File: config.mk
export PLATFORM = sky130hd
export DESIGN_NAME = poly_ram_streamer_flat
export DESIGN_NICKNAME = d
export VERILOG_FILES = /design/src/rtl/poly_ram_streamer_if.sv /design/src/rtl/poly_ram_streamer.sv /design/src/flat_wrapper.sv
export SDC_FILE = /design/constraint.sdc
export NUM_CORES = 1
export LEC_CHECK = 0
export CORE_MARGIN = 2
export CORE_UTILIZATION = 45
export DETAILED_ROUTE_END_ITERATION = 8
export GPL_TIMING_DRIVEN = 0
export PLACE_DENSITY = 0.79
export SETUP_SLACK_MARGIN = 0.05
export SYNTH_ARGS = -nofsm -noshare
export SYNTH_HDL_FRONTEND = slang
export SYNTH_SLANG_ARGS = --single-unit
File: constraint.sdc
create_clock -name clk -period 3.54 [get_ports clk]
set_input_delay 0.885 -clock clk [delete_from_list [all_inputs] [get_ports clk]]
set_output_delay 0.885 -clock clk [all_outputs]
set_load 0.1 [all_outputs]
File: src/rtl/poly_ram_streamer_if.sv
// Bundle of the streamer's bus-level signals.
//   RAM read side : r1_en/r1_addr/r2_en/r2_addr out of the streamer,
//                   d1_in/d2_in back from the RAM.
//   Pair stream   : out_valid/out_data/out_last out of the streamer,
//                   out_ready back from the consumer.
// Stream handshake: a pair transfers on a rising clock edge where out_valid
// and out_ready are both high; while out_valid is high and out_ready is low,
// out_data and out_last hold their values. out_valid never waits on out_ready.
// The master modport is the streamer; the slave modport is the RAM and the
// consumer seen together.
interface poly_ram_streamer_if;
  logic        r1_en;
  logic [15:0] r1_addr;
  logic        r2_en;
  logic [15:0] r2_addr;
  logic [15:0] d1_in;
  logic [15:0] d2_in;
  logic        out_valid;
  logic        out_ready;
  logic [31:0] out_data;
  logic        out_last;

  modport master (
    output r1_en, r1_addr, r2_en, r2_addr,
    input  d1_in, d2_in,
    output out_valid, out_data, out_last,
    input  out_ready
  );

  modport slave (
    input  r1_en, r1_addr, r2_en, r2_addr,
    output d1_in, d2_in,
    input  out_valid, out_data, out_last,
    output out_ready
  );
endinterface

File: src/rtl/poly_ram_streamer.sv
// Read-side initiator for the dual-port polynomial RAM.
// A start pulse in IDLE sweeps all DEPTH coefficients, two per cycle, and
// streams them out as pairs {coef[2k+1], coef[2k]}.
// Ports:
//   clk       - clock, all logic on posedge
//   reset     - asynchronous active-high reset
//   start     - begin one sweep (only honoured in IDLE)
//   bus       - RAM read ports and output pair stream (master side)
//   busy      - high from the cycle after start until the done cycle inclusive
//   done      - one-cycle pulse after the final pair has been handshaken
//   fsm_state - current FSM state, for observation
module poly_ram_streamer #(
  parameter int DEPTH = 32
) (
  input  logic                clk,
  input  logic                reset,
  input  logic                start,
  poly_ram_streamer_if.master bus,
  output logic                busy,
  output logic                done,
  output logic [1:0]          fsm_state
);

  localparam int NPAIRS = DEPTH / 2;
  localparam int KW     = $clog2(NPAIRS + 1);

  typedef enum logic [1:0] {
    S_IDLE  = 2'd0,
    S_RUN   = 2'd1,
    S_DRAIN = 2'd2,
    S_DONE  = 2'd3
  } state_t;

  state_t          state_q, state_d;
  logic [KW-1:0]   k_q, k_d;          // pairs issued so far this sweep
  logic [15:0]     r1_addr_q, r2_addr_q;
  logic            inflight_q;        // a read was issued last cycle
  logic            inflight_last_q;   // that read was for the final pair

  // Two-entry pair FIFO; each entry carries its own last flag.
  logic [31:0]     fifo_data_q [2];
  logic [1:0]      fifo_last_q;
  logic            wr_ptr_q, rd_ptr_q;
  logic [1:0]      count_q;

  logic            pop, push, credit_ok, issue, last_issue;
  logic [15:0]     addr_even, addr_odd;

  assign pop  = (count_q != 2'd0) && bus.out_ready;
  assign push = inflight_q;

  // Data already buffered or on its way, less the entry leaving this cycle,
  // must leave room for one more pair; this caps the FIFO at two entries.
  assign credit_ok = ({1'b0, count_q} + {2'b00, inflight_q}) <= (3'd1 + {2'b00, pop});

  assign issue      = (state_q == S_RUN) && (k_q < KW'(NPAIRS)) && credit_ok;
  assign last_issue = (k_q == KW'(NPAIRS - 1));

  assign addr_even = 16'({k_q, 1'b0});
  assign addr_odd  = 16'({k_q, 1'b1});

  // Next-state logic
  always_comb begin
    state_d = state_q;
    k_d     = k_q;
    case (state_q)
      S_IDLE: begin
        if (start) begin
          state_d = S_RUN;
          k_d     = '0;
        end
      end
      S_RUN: begin
        if (issue) begin
          k_d = k_q + KW'(1);
          if (last_issue) state_d = S_DRAIN;
        end
      end
      S_DRAIN: begin
        // The final pair leaving the FIFO ends the sweep; the empty/idle
        // test covers the case where it has already gone.
        if ((pop && fifo_last_q[rd_ptr_q]) || (count_q == 2'd0 && !inflight_q))
          state_d = S_DONE;
      end
      S_DONE: begin
        state_d = S_IDLE;
      end
      default: state_d = S_IDLE;
    endcase
  end

  // State and datapath registers
  always_ff @(posedge clk or posedge reset) begin
    if (reset) begin
      state_q         <= S_IDLE;
      k_q             <= '0;
      r1_addr_q       <= '0;
      r2_addr_q       <= '0;
      inflight_q      <= 1'b0;
      inflight_last_q <= 1'b0;
      fifo_data_q[0]  <= '0;
      fifo_data_q[1]  <= '0;
      fifo_last_q     <= '0;
      wr_ptr_q        <= 1'b0;
      rd_ptr_q        <= 1'b0;
      count_q         <= '0;
    end else begin
      state_q    <= state_d;
      k_q        <= k_d;
      inflight_q <= issue;
      if (issue) begin
        r1_addr_q       <= addr_even;
        r2_addr_q       <= addr_odd;
        inflight_last_q <= last_issue;
      end
      if (push) begin
        fifo_data_q[wr_ptr_q] <= {bus.d2_in, bus.d1_in};
        fifo_last_q[wr_ptr_q] <= inflight_last_q;
        wr_ptr_q              <= ~wr_ptr_q;
      end
      if (pop) rd_ptr_q <= ~rd_ptr_q;
      case ({push, pop})
        2'b10:   count_q <= count_q + 2'd1;
        2'b01:   count_q <= count_q - 2'd1;
        default: count_q <= count_q;
      endcase
    end
  end

  // Outputs: enables follow the issue decision within the cycle, addresses
  // show the current pair while issuing and otherwise hold the last one.
  assign bus.r1_en     = issue;
  assign bus.r2_en     = issue;
  assign bus.r1_addr   = issue ? addr_even : r1_addr_q;
  assign bus.r2_addr   = issue ? addr_odd  : r2_addr_q;
  assign bus.out_valid = (count_q != 2'd0);
  assign bus.out_data  = fifo_data_q[rd_ptr_q];
  assign bus.out_last  = (count_q != 2'd0) && fifo_last_q[rd_ptr_q];

  assign busy      = (state_q != S_IDLE);
  assign done      = (state_q == S_DONE);
  assign fsm_state = state_q;

endmodule
File: src/flat_wrapper.sv
// flat-port wrapper written by rule: the top's interface ports become plain ports
module poly_ram_streamer_flat 
#(
  parameter int DEPTH = 32
)
  (clk, reset, start, busy, done, fsm_state, bus_r1_en, bus_r1_addr, bus_r2_en, bus_r2_addr, bus_d1_in, bus_d2_in, bus_out_valid, bus_out_data, bus_out_last, bus_out_ready);
  poly_ram_streamer_if bus_i ();
  input  logic clk;
  input  logic reset;
  input  logic start;
  output logic busy;
  output logic done;
  output logic [1:0] fsm_state;
  output wire logic [$bits(bus_i.r1_en)-1:0] bus_r1_en;
  output wire logic [$bits(bus_i.r1_addr)-1:0] bus_r1_addr;
  output wire logic [$bits(bus_i.r2_en)-1:0] bus_r2_en;
  output wire logic [$bits(bus_i.r2_addr)-1:0] bus_r2_addr;
  input wire logic [$bits(bus_i.d1_in)-1:0] bus_d1_in;
  input wire logic [$bits(bus_i.d2_in)-1:0] bus_d2_in;
  output wire logic [$bits(bus_i.out_valid)-1:0] bus_out_valid;
  output wire logic [$bits(bus_i.out_data)-1:0] bus_out_data;
  output wire logic [$bits(bus_i.out_last)-1:0] bus_out_last;
  input wire logic [$bits(bus_i.out_ready)-1:0] bus_out_ready;
  assign bus_r1_en = bus_i.r1_en;
  assign bus_r1_addr = bus_i.r1_addr;
  assign bus_r2_en = bus_i.r2_en;
  assign bus_r2_addr = bus_i.r2_addr;
  assign bus_i.d1_in = bus_d1_in;
  assign bus_i.d2_in = bus_d2_in;
  assign bus_out_valid = bus_i.out_valid;
  assign bus_out_data = bus_i.out_data;
  assign bus_out_last = bus_i.out_last;
  assign bus_i.out_ready = bus_out_ready;
  poly_ram_streamer #(.DEPTH(DEPTH)) u_core (.clk(clk), .reset(reset), .start(start), .bus(bus_i), .busy(busy), .done(done), .fsm_state(fsm_state));
endmodule
Word level (Yosys, flattened, before mapping)
Cells that the tools add are included.
{ "op_classes": {"muxes": 22, "bitwise": 4, "order_cmp": 8, "n_addsub": 5, "n_reduce_logical": 18, "n_eq_ne": 10} }
{ "op_table": {"columns": ["op", "n"], "rows": [
  ["$mux W32", 4],
  ["$bwmux W64", 1],
  ["$demux W32 S1", 1],
  ["$mux W16", 2],
  ["$mux W5", 2],
  ["$pmux W5 S2", 1],
  ["$logic_and A1 B1 Y1", 8],
  ["$mux W2", 4],
  ["$pmux W2 S4", 1],
  ["$reduce_bool A2 Y1", 4],
  ["$eq A2 B2 Y1 const B", 3],
  ["$ne A2 B1 Y1 const B", 3],
  ["$add A5 B1 Y5 const B", 1],
  ["$eq A5 B4 Y1 const B", 1],
  ["$lt A5 B5 Y1 const B", 1],
  ["$eq A2 B1 Y1 const B", 2],
  ["$ge A2 B2 Y1 const B", 2],
  ["$logic_not A2 Y1", 2],
  ["$lt A1 B2 Y1 const B", 2],
  ["$not A1 Y2", 2],
  ["$pmux W2 S2", 1],
  ["$reduce_and A4 Y1", 1],
  ["$add A2 B1 Y3", 1],
  ["$le A3 B3 Y1", 1],
  ["other kinds (13)", 16]
]} }
{ "word_totals": {"ff_bits": 111, "out_inout_bits": 72, "word_cells": 79, "in_bits": 36} }

Logic depth before layout (Yosys ltp)
{ "depth": {"ltp_word": 7, "depth_mapped": 10, "ltp_nobuf": 9} }

Worst setup path before layout
Ideal clock, no wire load.
{ "synth_timing": {"path_type": "input port to output port", "from": "in bus_out_ready", "to": "out bus_r1_addr[1]", "arrival_time_ps": 4065, "stages": 10, "slack_ps": -1410, "path_buffers": 2, "cell_sequence": "o21a_1 buf_6 fa_1 o21bai_1 o31ai_1 or4b_1 buf_2 inv_1 nand2_1 nand2_1"} }
{ "synth_between": {"elab_chain_len": 5} }
{ "synth_lines": {"columns": ["item", "line", "rtl"], "rows": [
  ["from (decl)", "flat_wrapper.sv:23", "input wire logic [$bits(bus_i.out_ready)-1:0] bus_out_ready;"],
  ["$logic_and A1 B1 Y1", "poly_ram_streamer.sv:49", "assign pop = (count_q != 2'd0) && bus.out_ready;"],
  ["named net u_core.pop", "poly_ram_streamer.sv:46", "logic pop, push, credit_ok, issue, last_issue;"],
  ["$add A1 B1 Y2", "poly_ram_streamer.sv:54", "assign credit_ok = ({1'b0, count_q} + {2'b00, inflight_q}) <= (3'd1 + {2'b00, pop});"],
  ["$le A3 B3 Y1", "poly_ram_streamer.sv:54", null],
  ["$logic_and A1 B1 Y1", "poly_ram_streamer.sv:56", "assign issue = (state_q == S_RUN) && (k_q < KW'(NPAIRS)) && credit_ok;"],
  ["named net bus_r1_en", "flat_wrapper.sv:14", "output wire logic [$bits(bus_i.r1_en)-1:0] bus_r1_en;"],
  ["$mux W16", "poly_ram_streamer.sv:134", "assign bus.r1_addr = issue ? addr_even : r1_addr_q;"],
  ["to (decl)", "flat_wrapper.sv:15", "output wire logic [$bits(bus_i.r1_addr)-1:0] bus_r1_addr;"]
]} }
The timed path passes the listed nets, and every way through them passes these cells.

==> results.cfg <==
[status]
outcome = finished, violations left
violations = setup timing

[clock_network]
hold_buffers = 0
htree_levels = 3
cts_buffers = 9
cts_tree = done
clkSinkCount = 111
clk_latency_ns = 0.36
cts_buffer_depth = 2
clk_pin_slew_ns = 0.10
cts_root_buf = clkbuf_8

[flow_run]
drv_cap = 0

[timing]
final_hold_viol_count = 0
worstMarginPinSlew_ns = 1.02
min_period_ns = 4.07
relSlewSlack = 0.319
whs_ns = 0.494
layout_setup_ws_ns = -0.526
rsz0062_at_grt = true
setup_violations = 34
clock-skew-final_ns = 0.0106
clock.fmax_ghz = 0.246
tns_ns = -16.88
fin_crit_sh = 1.15
slew_viol_final = 0

[floorplanning]
ios = 108
dieHeight_um = 106
die_x_um = 106
row_count = 37
fp.coreArea_sq_um = 10200
dieArea_sq_um = 11300
initial_core_util = 0.461

[placement]
port_buffers = 107
placed_area_sq_um = 6220
globalplace.congestion = 0.820
dp_hpwl_um = 6550

[yosys]
syn_area_sq_um = 4720
syn_inst = 349
synthTopCellsByArea = dfrtp_1, mux2_2, and2_1, nand2_1, ha_1
syn_nets = 394
avgSynthCellArea_sq_um = 13.5
synth-seq-area-share = 0.589
synth_area_leader_cell = dfrtp_1
synth_top_area_frac = 0.589
yosys_warnings = 0
netlist-cell-type-count = 35
synth_edf_count = 0
synth-main-ff-cell = dfrtp_1
async_flop_share = 1.00
ys_ff_latch = 111

[final_layout]
final_net_count = 533
final_cell_mix = dfrtp_1, mux2_2, clkdlybuf4s50_1
design_area_sq_um = 7090
syn_to_final_growth_pct = 50.3
antenna_cells = 0
drive_gt1_frac = 0.527
final_common_cell = dfrtp_1

[global_routing]
overflow = 0
grt_pass1_wl_um = 17000
antenna_found_initial = 0
grt_pass1_vias = 3444
grt_max_degree = 42
grt_usage = 0.190

[routing]
detail_route.wl_per_cell_um = 16.5
avgViaCountPerCell = 5.12
drt-initial-drc-count = 89
ant_nets = 0
drt-total-wl_um = 10400
vias = 3222
firstDrtPassIters = 4
drc = 0

[setup_path]
rr_endpoint = u_core.k_q[0]
reg2reg_slack_ns = 0.65
crit_arrival_ns = 3.18
crit_top_cell = buf_6
critPathKind = primary input to output port
worstSetupStartpointType = primary input
crit_path_end_kind = output port
reg2reg_depth = 10
slowest_delay_ns = 0.59
critPathSlowestCell = fa_2
required_ns = 2.65
reg2reg_from = u_core.count_q[1]
critical_path.cell_chain = buf_6 -> o21a_4 -> fa_2 -> nor2_2 -> and3_4 -> or4b_4 -> buf_6 -> buf_4 -> clkbuf_16 -> and2_4 -> buf_12
crit_fanout = 5

[worst_hold_path]
worstHoldEndpoint = u_core.wr_ptr_q
min_from = u_core.wr_ptr_q
holdCritPathClass = flip-flop to flip-flop
whs_path_depth = 1
## Yosys cell counts (3+ instances only)
| library cell | count |
|---|---|
| o31ai_1 | 3 |
| mux2_2 | 99 |
| nand2b_1 | 3 |
| nor2_1 | 4 |
| o211ai_1 | 4 |
| ha_1 | 8 |
| dfrtp_1 | 111 |
| buf_1 | 4 |
| and2_1 | 23 |
| inv_1 | 10 |
| nand2_1 | 32 |
| nand3_1 | 6 |
| clkbuf_1 | 11 |
| nand4b_1 | 3 |
## layout make-up
| cell class | count | area (sq um) |
|---|---|---|
| fillers | 684 | 3140 |
| flip-flops and latches | 111 | 2780 |
| multi-input cells | 209 | 2120 |
| clock inverters | 4 | 37.5 |
| inverters | 10 | 45.0 |
| well taps | 136 | 170 |
| clock buffers | 12 | 155 |
| repair buffers | 130 | 1700 |
| plain buffers | 17 | 87.6 |
## worst max-delay path by stage
stage             startpoint        endpoint  slack (ns)  cells after the start
2_1_floorplan  bus_out_ready  bus_r1_addr[1]       -0.70                      9
3_3_place_gp   bus_out_ready  bus_r2_addr[1]       -2.07                     12
3_5_place_dp   bus_out_ready  bus_r1_addr[2]       -2.13                     12
4_1_cts        bus_out_ready  bus_r1_addr[2]       -0.61                     12
5_1_grt        bus_out_ready  bus_r1_addr[3]       -0.59                     11
6_report       bus_out_ready  bus_r1_addr[9]       -0.53                     11
## sequential cells by signal, summed over array words and instances, names as in the netlist
name	count
u_core.fifo_data_q	64
u_core.r2_addr_q	16
u_core.count_q	2
u_core.r1_addr_q	16
u_core.fifo_last_q	2
u_core.inflight_q	1
u_core.wr_ptr_q	1
u_core.k_q	5
u_core.inflight_last_q	1
u_core.rd_ptr_q	1
u_core.fsm_state	2
## layer usage
layer  vias to the layer above  routed length, um  track usage
met4                         0                134       0.0555
met1                      1630               4460        0.248
met2                       102               5130        0.316
li1                       1476                  -            -
met5                         -                  0            0
met3                        14                635       0.0466
## logic make-up (layout without fill, tap and decap cells)
family,Yosys count,count (layout),share of synthesized area
AO/OA/AOI/OAI,16,16,0.0241
XOR/XNOR,4,4,0.00743
adder cells (fa/ha/maj),9,9,0.0255
buffers and inverters,29,173,0.0260
flip-flops,111,111,0.589
multiplexers,101,101,0.241
AND/OR/NAND/NOR,79,79,0.0878
## worst max-delay path, delay by kind of cell
kind                       cells  cell delay [ns]
adders and majority gates      1             0.59
buffers and inverters          5             0.71
and+or+nand+nor                4             0.89
AOI/OAI and AO/OA              1             0.11
## stage by stage
| step | utilization | std cells | setup WS [ns] |
|---|---|---|---|
| 3_3_place_gp | 0.604 | 592 | -2.07 |
| 4_1_cts | 0.679 | 622 | -0.607 |
| 2_1_floorplan | - | 349 | -0.702 |
| 3_5_place_dp | 0.608 | 594 | -2.13 |
| 5_1_grt | 0.693 | 629 | -0.588 |
| 6_report | 0.693 | 629 | -0.526 |
## repair_timing
action                                  CTS  global route
setup buffers                            11             7
pin swaps                                 9            11
endpoints found under the setup margin   63            35
gates cloned                              1             2
gates resized for setup                 413            26
Power is left out: the tool's default activity adds up to more than one toggle a clock period on the data nets, which glitch-free logic cannot reach.
